`config.mk`:
```
export PLATFORM = sky130hd
export DESIGN_NAME = fifo_stim_gen
export DESIGN_NICKNAME = d
export VERILOG_FILES = /design/src/rtl/fifo_stim_gen.sv
export SDC_FILE = /design/constraint.sdc
export NUM_CORES = 1
export LEC_CHECK = 0
export BUFFER_PORTS_ARGS = -buffer_cell sky130_fd_sc_hd__buf_2
export CAP_MARGIN = 20
export CORE_ASPECT_RATIO = 0.7
export CORE_MARGIN = 2
export CORE_UTILIZATION = 40
export CTS_CLUSTER_DIAMETER = 120
export CTS_CLUSTER_SIZE = 12
export DETAILED_ROUTE_END_ITERATION = 7
export SLEW_MARGIN = 5
export SYNTH_ARGS = -nofsm -noshare
export SYNTH_HDL_FRONTEND = slang
export SYNTH_SLANG_ARGS = --single-unit
```
`constraint.sdc`:
```
create_clock -name clk -period 3 [get_ports clk]
set_input_delay 0.15 -clock clk [delete_from_list [all_inputs] [get_ports clk]]
set_output_delay 0.15 -clock clk [all_outputs]
set_load 0.02 [all_outputs]
```
`src/rtl/fifo_stim_gen.sv`:
```
// On-chip stimulus engine for the synchronous FIFO: LFSR random traffic plus
// fill/drain, alternate and simultaneous directed modes, with start/done and stall.
module fifo_stim_gen #(
    parameter int          DATA_WIDTH = 16,
    parameter int          FIFO_DEPTH = 8,
    parameter int          ITERATIONS = 5000,
    parameter int          CNT_WIDTH  = 16,
    parameter logic [31:0] SEED       = 32'h1ACE_B00C,
    parameter logic [8:0]  WR_THRESH  = 9'd179,
    parameter logic [8:0]  RD_THRESH  = 9'd77,
    parameter logic [8:0]  RST_THRESH = 9'd3
) (
    input  logic                  clk,
    input  logic                  rst,
    input  logic                  start,
    input  logic [1:0]            mode,
    input  logic                  stall,
    output logic                  dut_rst_n,
    output logic                  wr_en,
    output logic                  rd_en,
    output logic [DATA_WIDTH-1:0] data_in,
    output logic                  busy,
    output logic                  done,
    output logic [CNT_WIDTH-1:0]  iter_cnt
);

    localparam logic [31:0] POLY     = 32'h8020_0003;
    localparam logic [31:0] DAT_SEED = SEED ^ 32'hA5A5_5A5A;

    localparam logic [1:0] S_IDLE = 2'd0;
    localparam logic [1:0] S_INIT = 2'd1;
    localparam logic [1:0] S_RUN  = 2'd2;
    localparam logic [1:0] S_DONE = 2'd3;

    localparam logic [1:0] M_RANDOM = 2'd0;
    localparam logic [1:0] M_FILL   = 2'd1;
    localparam logic [1:0] M_ALT    = 2'd2;
    localparam logic [1:0] M_SIMUL  = 2'd3;

    localparam int                   BW         = (FIFO_DEPTH > 1) ? $clog2(FIFO_DEPTH) : 1;
    localparam logic [BW-1:0]        BURST_LAST = BW'(FIFO_DEPTH - 1);
    localparam logic [CNT_WIDTH-1:0] ITER_LAST  = CNT_WIDTH'(ITERATIONS);

    // Galois LFSR step, shifting right
    function automatic logic [31:0] lfsr_next(input logic [31:0] s);
        return {1'b0, s[31:1]} ^ (s[0] ? POLY : 32'h0000_0000);
    endfunction

    logic [1:0]            state_q, state_d;
    logic [1:0]            mode_q, mode_d;
    logic [31:0]           ctl_q, ctl_d;
    logic [31:0]           dat_q, dat_d;
    logic [BW-1:0]         burst_q, burst_d;
    logic                  drain_q, drain_d;
    logic [CNT_WIDTH-1:0]  iter_q, iter_d;
    logic                  rst_n_q, rst_n_d;
    logic                  wr_q, wr_d;
    logic                  rd_q, rd_d;
    logic [DATA_WIDTH-1:0] data_q, data_d;
    logic                  busy_q, busy_d;
    logic                  done_q, done_d;
    logic                  issue_s;

    // Next-state and registered-output computation
    always_comb begin
        state_d = state_q;
        mode_d  = mode_q;
        ctl_d   = ctl_q;
        dat_d   = dat_q;
        burst_d = burst_q;
        drain_d = drain_q;
        iter_d  = iter_q;
        rst_n_d = rst_n_q;
        wr_d    = wr_q;
        rd_d    = rd_q;
        data_d  = data_q;
        busy_d  = busy_q;
        done_d  = done_q;
        issue_s = 1'b0;

        case (state_q)
            S_IDLE, S_DONE: begin
                wr_d = 1'b0;
                rd_d = 1'b0;
                if (start) begin
                    state_d = S_INIT;
                    mode_d  = mode;
                    iter_d  = '0;
                    ctl_d   = SEED;
                    dat_d   = DAT_SEED;
                    burst_d = '0;
                    drain_d = 1'b0;
                    rst_n_d = 1'b0;
                    busy_d  = 1'b1;
                    done_d  = 1'b0;
                end else begin
                    rst_n_d = 1'b1;
                    busy_d  = 1'b0;
                    done_d  = (state_q == S_DONE);
                end
            end
            S_INIT: begin
                // vector 0 leaves on the edge that ends the DUT reset pulse
                state_d = S_RUN;
                issue_s = 1'b1;
            end
            S_RUN: begin
                if (stall) begin
                    wr_d    = 1'b0;
                    rd_d    = 1'b0;
                    rst_n_d = 1'b1;
                end else if (iter_q == ITER_LAST) begin
                    state_d = S_DONE;
                    wr_d    = 1'b0;
                    rd_d    = 1'b0;
                    rst_n_d = 1'b1;
                    busy_d  = 1'b0;
                    done_d  = 1'b1;
                end else begin
                    issue_s = 1'b1;
                end
            end
            default: begin
                state_d = S_IDLE;
            end
        endcase

        if (issue_s) begin
            case (mode_q)
                M_RANDOM: begin
                    wr_d    = ({1'b0, ctl_q[7:0]} < WR_THRESH);
                    rd_d    = ({1'b0, ctl_q[15:8]} < RD_THRESH);
                    rst_n_d = !({1'b0, ctl_q[23:16]} < RST_THRESH);
                end
                M_FILL: begin
                    wr_d    = !drain_q;
                    rd_d    = drain_q;
                    rst_n_d = 1'b1;
                end
                M_ALT: begin
                    wr_d    = !iter_q[0];
                    rd_d    = iter_q[0];
                    rst_n_d = 1'b1;
                end
                M_SIMUL: begin
                    wr_d    = 1'b1;
                    rd_d    = 1'b1;
                    rst_n_d = 1'b1;
                end
                default: begin
                    wr_d    = 1'b0;
                    rd_d    = 1'b0;
                    rst_n_d = 1'b1;
                end
            endcase
            data_d = dat_q[DATA_WIDTH-1:0];
            ctl_d  = lfsr_next(ctl_q);
            dat_d  = lfsr_next(dat_q);
            iter_d = iter_q + CNT_WIDTH'(1);
            if (burst_q == BURST_LAST) begin
                burst_d = '0;
                drain_d = !drain_q;
            end else begin
                burst_d = burst_q + BW'(1);
            end
        end else begin
            issue_s = 1'b0;
        end
    end

    // State and output registers with synchronous reset
    always_ff @(posedge clk) begin
        if (rst) begin
            state_q <= S_IDLE;
            mode_q  <= 2'd0;
            ctl_q   <= SEED;
            dat_q   <= DAT_SEED;
            burst_q <= '0;
            drain_q <= 1'b0;
            iter_q  <= '0;
            rst_n_q <= 1'b0;
            wr_q    <= 1'b0;
            rd_q    <= 1'b0;
            data_q  <= '0;
            busy_q  <= 1'b0;
            done_q  <= 1'b0;
        end else begin
            state_q <= state_d;
            mode_q  <= mode_d;
            ctl_q   <= ctl_d;
            dat_q   <= dat_d;
            burst_q <= burst_d;
            drain_q <= drain_d;
            iter_q  <= iter_d;
            rst_n_q <= rst_n_d;
            wr_q    <= wr_d;
            rd_q    <= rd_d;
            data_q  <= data_d;
            busy_q  <= busy_d;
            done_q  <= done_d;
        end
    end

    assign dut_rst_n = rst_n_q;
    assign wr_en     = wr_q;
    assign rd_en     = rd_q;
    assign data_in   = data_q;
    assign busy      = busy_q;
    assign done      = done_q;
    assign iter_cnt  = iter_q;

endmodule

```
Yosys cells after proc, flatten, opt, wreduce, memory -nomap -nowiden
Index checks and enable logic that the tools add are counted.
- input bits: 6
- flip-flop bits (word level): 109
- output and inout bits: 37
- eq/ne operators: 12
- $add $sub $neg: 2
- muxes and demuxes: 45
- reductions and logical operators: 16
- order comparisons: 3
- bitwise operators: 2
- operators with widths (operator ; number):
    two-way mux 32 bit ; 8
    bitwise XOR 31 x 32 -> 32 bit ; 2
    two-way mux 16 bit ; 3
    two-way mux 1 bit ; 18
    adder 16 x 1 -> 16 bit (second input constant) ; 1
    == test 16 x 13 -> 1 bit (second input constant) ; 1
    two-way mux 3 bit ; 4
    one-hot mux 1 bit (2 select lines) ; 6
    == test 2 bit (second input constant) ; 4
    < comparator 8 x 2 -> 1 bit (second input constant) ; 1
    < comparator 8 x 7 -> 1 bit (second input constant) ; 1
    < comparator 8 bit (second input constant) ; 1
    one-hot mux 1 bit (4 select lines) ; 2
    two-way mux 2 bit ; 3
    != test 2 bit (second input constant) ; 3
    one-hot mux 2 bit (3 select lines) ; 1
    AND reduction 2 bit ; 3
    AND reduction 3 bit ; 2
    nonzero test 2 bit ; 3
    == test 2 x 1 -> 1 bit (second input constant) ; 2
    zero test 2 bit ; 2
    != test 4 bit (second input constant) ; 1
    adder 3 x 1 -> 3 bit (second input constant) ; 1
    == test 3 bit (second input constant) ; 1
    4 further kinds ; 6

Longest topological paths before layout
- depth after elaboration: 6
- depth in mapped cells: 9
- mapped depth without buffers: 7

Worst setup path before layout
Ideal clock, no wire load.
- kind: register -> register
- from: register iter_q[0], in the netlist iter_cnt[0]
- to: register iter_q[9], in the netlist iter_cnt[9]
- slack: 738 ps
- period minus slack after synthesis: 2262 ps
- data arrival time: 2141 ps
- library setup time: 121 ps
- stages on the path, launching flop included: 9
- required time: 2879 ps
- buffers on the path: 1
- path through: dfxtp_1 > inv_1 > ha_1 > or4bb_1 > o41ai_4 > a21o_4 > buf_8 > nor3_1 > mux2_4
- cells in the longest elaborated chain, start to end: 6
- elaborated cells between the ends (all ways): 9
- RTL lines (what ; RTL line ; RTL):
    from (decl) ; 55 ; logic [CNT_WIDTH-1:0] iter_q, iter_d;
    from (signal assigned) ; 194 ; iter_q <= iter_d;
    == test 16 x 13 -> 1 bit ; 112 ; end else if (iter_q == ITER_LAST) begin
    two-way mux 1 bit ; 112 ;
    two-way mux 1 bit ; 108 ; if (stall) begin
    one-hot mux 1 bit (2 select lines) ; 81 ; case (state_q)
    nonzero test 2 bit (no line) ; -- ;
    AND reduction 2 bit (no line) ; -- ;
Several ways; a longest one is shown, not always the timed one.
A chain may end at the register's enable or synchronous reset.

Worst setup path after layout
- from: register iter_q[0], in the netlist iter_cnt[0]
- to: register ctl_q[10]
- cells in the longest elaborated chain, start to end: 6
- elaborated cells between the ends (all ways): 8
- RTL lines (what ; RTL line ; RTL):
    == test 16 x 13 -> 1 bit (*) ; 112 ;
    two-way mux 1 bit (*) ; 112 ;
    two-way mux 1 bit (*) ; 108 ;
    one-hot mux 1 bit (2 select lines) (*) ; 81 ;
    nonzero test 2 bit (no line) ; -- ;
    AND reduction 2 bit (no line) ; -- ;
    to (signal assigned) ; 190 ; ctl_q <= ctl_d;
    to (decl) ; 51 ; logic [31:0] ctl_q, ctl_d;
Mark *: on every way between the ends. The rest lies on a longest branch, timed or not.

==> impl_metrics.env <==
export IMPL_netlist_instances=544
export IMPL_design_die_area_mm2=0.0122
export IMPL_hold_viol_final=0
export IMPL_postPlaceCellArea_mm2=0.00483
export IMPL_rsz0062_at_grt="false"
export IMPL_drt_total_wl_mm=10.3
export IMPL_die_width_um=131
export IMPL_fillers=1111
export IMPL_vdd_drop_max_v=0.000430
export IMPL_clock_input_transition_at_the_sequential_cells_of_the_worst_setup_and_hold_paths_ns=0.07
export IMPL_resized_cells_post_cts=0
export IMPL_grt_busiest_layer="met2"
export IMPL_period_needed_ns=2.65
export IMPL_cts_htree_levels=3
export IMPL_worst_path_max_delay_cell="sky130_fd_sc_hd__or4bb_1"
export IMPL_clock_sink_count=109
export IMPL_num_vias=3838
export IMPL_hold_path_startpoint="mode[1]"
export IMPL_postLayoutCellArea_mm2=0.00512
export IMPL_hold_path_class="in -> reg"
export IMPL_area_delta_synth_final_pct=12.8
export IMPL_timing_max_cap_violations=0
export IMPL_whs_endpoint="mode_q[1]$_SDFFE_PP0P_"
export IMPL_multiInputGateArea_mm2=0.00208
export IMPL_fin_hold_ws_ns=0.0424
export IMPL_setup_violations=0
export IMPL_worst_r2r_setup_slack_ns=0.35
export IMPL_fin_cells=722
export IMPL_synth_lib_cells_used_distinct=56
export IMPL_required_ns=3.27
export IMPL_critPathMaxFanout=45
export IMPL_finish_net_count=579
export IMPL_placed_cells_incl_taps=707
export IMPL_global_route_wire_length_before_repair_mm=17.8
export IMPL_drtIter0Drc=251
export IMPL_grt_antenna_before_repair=0
export IMPL_cp_slowest_stage_delay_ns=0.56
export IMPL_critical_path_reg2reg_endpoint="ctl_q[10]$_SDFFE_PP0P_"
export IMPL_core_area_mm2=0.0111
export IMPL_gp_congestion=0.858
export IMPL_grt_pass1_vias=3646
export IMPL_synth_yosys_seq_area_share=0.481
export IMPL_violations="design-rule violations"
export IMPL_cts_setup_buffers=0
export IMPL_sequential_cell_area_mm2=0.00218
export IMPL_grt_met3_usage=0.0450
export IMPL_final_setup_skew_ns=0.00861
export IMPL_rows=32
export IMPL_syn_num_nets=558
export IMPL_timing_final_max_slew_violations=0
export IMPL_power_density_mw_per_mm2=952
export IMPL_die_h_um=93.1
export IMPL_num_antenna_cells=0
export IMPL_wl_per_cell_um=14.3
export IMPL_cts_hold_fix_buffers=0
export IMPL_clk_root_buffer_cell="sky130_fd_sc_hd__clkbuf_16"
export IMPL_tightestPinTransition_ns=0.793
export IMPL_netlist_area_mm2=0.00454
export IMPL_crit_start="iter_cnt[0]$_SDFFE_PP0P_"
export IMPL_regToRegStartpoint="iter_cnt[0]$_SDFFE_PP0P_"
export IMPL_worst_path_buf_inv=2
export IMPL_timing_critical_path_to_type="flip-flop"
export IMPL_path_cells="inv_1 > ha_1 > or4bb_1 > o41ai_4 > a21o_4 > buf_12 > nand3_1 > a21oi_1"
export IMPL_floorplan_initialDensity=0.411
export IMPL_worst_skew_pair_late_latency_ns=0.35
export IMPL_place_hpwl_mm=6.49
export IMPL_via_per_inst=5.32
export IMPL_final_antenna_net_count=0
export IMPL_ys_ff_latch=109
export IMPL_result_of_the_run="finished with violations"
export IMPL_worst_path_arrival_ns=2.92
export IMPL_critPathKind="reg -> reg"
export IMPL_drive_gt1_frac=0.137
export IMPL_cts_tree="done"
export IMPL_whs_path_depth=3
export IMPL_gr_met1_demand_resource=0.241
export IMPL_grt_start_max_net_pins=82
export IMPL_i_o_pin_cnt=43
export IMPL_synth_enable_flop_cells=0
export IMPL_synth_warnings=0
export IMPL_synth_async_reset_ratio=0
export IMPL_p_leak_nw=1.99
export IMPL_grt_met2_usage=0.277
export IMPL_globalRouteTotalUtil=0.177
export IMPL_worstSetupStartpointType="flip-flop"
export IMPL_total_grt_overflow=0
export IMPL_max_clock_path_buffers=2
export IMPL_post_route_period_util=0.882
export IMPL_cts_buffers=9
export IMPL_drt_pass1_iter_count=8
export IMPL_critical_path_top_delay_family="compound AO/OA/AOI/OAI gates"
export IMPL_avgSynthCellArea_um2=8.35
export IMPL_maxClockFrequency_mhz=378
export IMPL_ys_flop_type="sky130_fd_sc_hd__dfxtp_1"
export IMPL_route_detailed_drc=4
export IMPL_reg2regPathDepth=8
export IMPL_slew_headroom=0.471
export IMPL_buffer_ports_inserted=42
export IMPL_final_setup_tns_ns=0
## logic make-up (layout without fill, tap and decap cells)
logic type               after synthesis  in the layout  share of synthesized area
adder cells (fa/ha/maj)                8              8                     0.0220
flip-flops                           109            109                      0.481
XOR/XNOR                               4              4                    0.00772
AND/OR/NAND/NOR                      248            248                      0.250
buffers and inverters                 54             79                     0.0631
multiplexers                           3              3                    0.00882
AO/OA/AOI/OAI                        118            118                      0.168
## Yosys cell counts, types with 3 or more instances
library cell,count,area [um^2]
sky130_fd_sc_hd__nor3_1,18,90.1
sky130_fd_sc_hd__nand3_1,64,320
sky130_fd_sc_hd__nor2_1,21,78.8
sky130_fd_sc_hd__a21oi_1,63,315
sky130_fd_sc_hd__or2_2,3,18.8
sky130_fd_sc_hd__ha_1,8,100
sky130_fd_sc_hd__nand2_1,115,432
sky130_fd_sc_hd__nand4_1,3,18.8
sky130_fd_sc_hd__o21ai_0,6,30.0
sky130_fd_sc_hd__o21ai_1,11,55.1
sky130_fd_sc_hd__o211ai_1,4,30.0
sky130_fd_sc_hd__or3_1,7,43.8
sky130_fd_sc_hd__buf_6,7,78.8
sky130_fd_sc_hd__o2111ai_1,4,35.0
sky130_fd_sc_hd__o41ai_1,5,43.8
sky130_fd_sc_hd__inv_1,14,52.6
sky130_fd_sc_hd__a32o_1,3,30.0
sky130_fd_sc_hd__dfxtp_1,109,2180
sky130_fd_sc_hd__or4_1,3,22.5
sky130_fd_sc_hd__nor4_1,3,18.8
sky130_fd_sc_hd__xor2_1,3,26.3
sky130_fd_sc_hd__clkbuf_1,27,101
## per-layer routing
| layer | part of all wire | vias up |
|---|---|---|
| met3 | 0.051 | 4 |
| met1 | 0.50 | 1820 |
| met4 | 0.0055 | 0 |
| met5 | 0 | - |
| li1 | - | 1943 |
| met2 | 0.45 | 71 |
## where the power goes
part	internal, W	switching, W	total, W
clock	0.000672	0.000529	0.00120
sequential	0.00179	0.000221	0.00201
combinational	0.000574	0.00109	0.00167
total	0.00303	0.00184	0.00488
## worst register-to-register path, delay by kind of cell, from the launching register on
| family | cells | cell delay (ns) |
|---|---|---|
| flip-flops | 1 | 0.38 |
| AO/OA/AOI/OAI | 3 | 0.94 |
| adder cells (fa/ha/maj) | 1 | 0.16 |
| AND/OR/NAND/NOR | 2 | 0.69 |
| buffers and inverters | 2 | 0.40 |
## worst max-delay path by stage
stage	to	slack, ns	cells after the start
floorplan	iter_cnt[9]$_SDFFE_PP0P_	0.74	8
global placement	iter_cnt[0]$_SDFFE_PP0P_	0.52	8
detailed placement	ctl_q[10]$_SDFFE_PP0P_	0.40	8
CTS	ctl_q[10]$_SDFFE_PP0P_	0.36	8
global route	ctl_q[10]$_SDFFE_PP0P_	0.19	8
finish	ctl_q[10]$_SDFFE_PP0P_	0.35	8
## cell usage in the layout, fill, tap and decap left out, types with 3 or more instances in the layout
cell type and n:
sky130_fd_sc_hd__or2_2 3, sky130_fd_sc_hd__xor2_1 3, sky130_fd_sc_hd__nor4_1 3, sky130_fd_sc_hd__buf_2 42, sky130_fd_sc_hd__a32o_1 3, sky130_fd_sc_hd__nand3_1 64
sky130_fd_sc_hd__nor3_1 18, sky130_fd_sc_hd__o41ai_1 5, sky130_fd_sc_hd__o21ai_1 11, sky130_fd_sc_hd__o2111ai_1 4, sky130_fd_sc_hd__clkbuf_16 9, sky130_fd_sc_hd__nand2_1 115
sky130_fd_sc_hd__o211ai_1 4, sky130_fd_sc_hd__a21oi_1 63, sky130_fd_sc_hd__or4_1 3, sky130_fd_sc_hd__o21ai_0 6, sky130_fd_sc_hd__nor2_1 21, sky130_fd_sc_hd__dfxtp_1 109
sky130_fd_sc_hd__nand4_1 3, sky130_fd_sc_hd__buf_12 4, sky130_fd_sc_hd__buf_4 4, sky130_fd_sc_hd__or3_1 7, sky130_fd_sc_hd__inv_1 14, sky130_fd_sc_hd__ha_1 8
## sequential cells by signal (all words and copies together), names as in the netlist
| signal | flops |
|---|---|
| wr_en | 1 |
| ctl_q | 32 |
| dut_rst_n | 1 |
| busy | 1 |
| burst_q | 3 |
| iter_cnt | 16 |
| drain_q | 1 |
| data_in | 16 |
| state_q | 2 |
| done | 1 |
| dat_q | 32 |
| rd_en | 1 |
| mode_q | 2 |
## final cells by class
type                       count  share of cell area
sequential                   109               0.426
multi-input combinational    381               0.406
timing repair buffer          50              0.0625
clock buffer                  11              0.0474
tap                          153              0.0374
clock inverter                 4              0.0107
inverter                      14              0.0103
## stage by stage
step / total power, W / setup WS [ns] / utilization
global route: 0.00523 / 0.188 / 0.464
detailed placement: 0.00372 / 0.403 / 0.437
floorplan: 0.00333 / 0.738 / -
CTS: 0.00494 / 0.362 / 0.464
global placement: 0.00367 / 0.524 / 0.437
finish: 0.00488 / 0.353 / 0.464
Power figures use the tool's default switching activity.
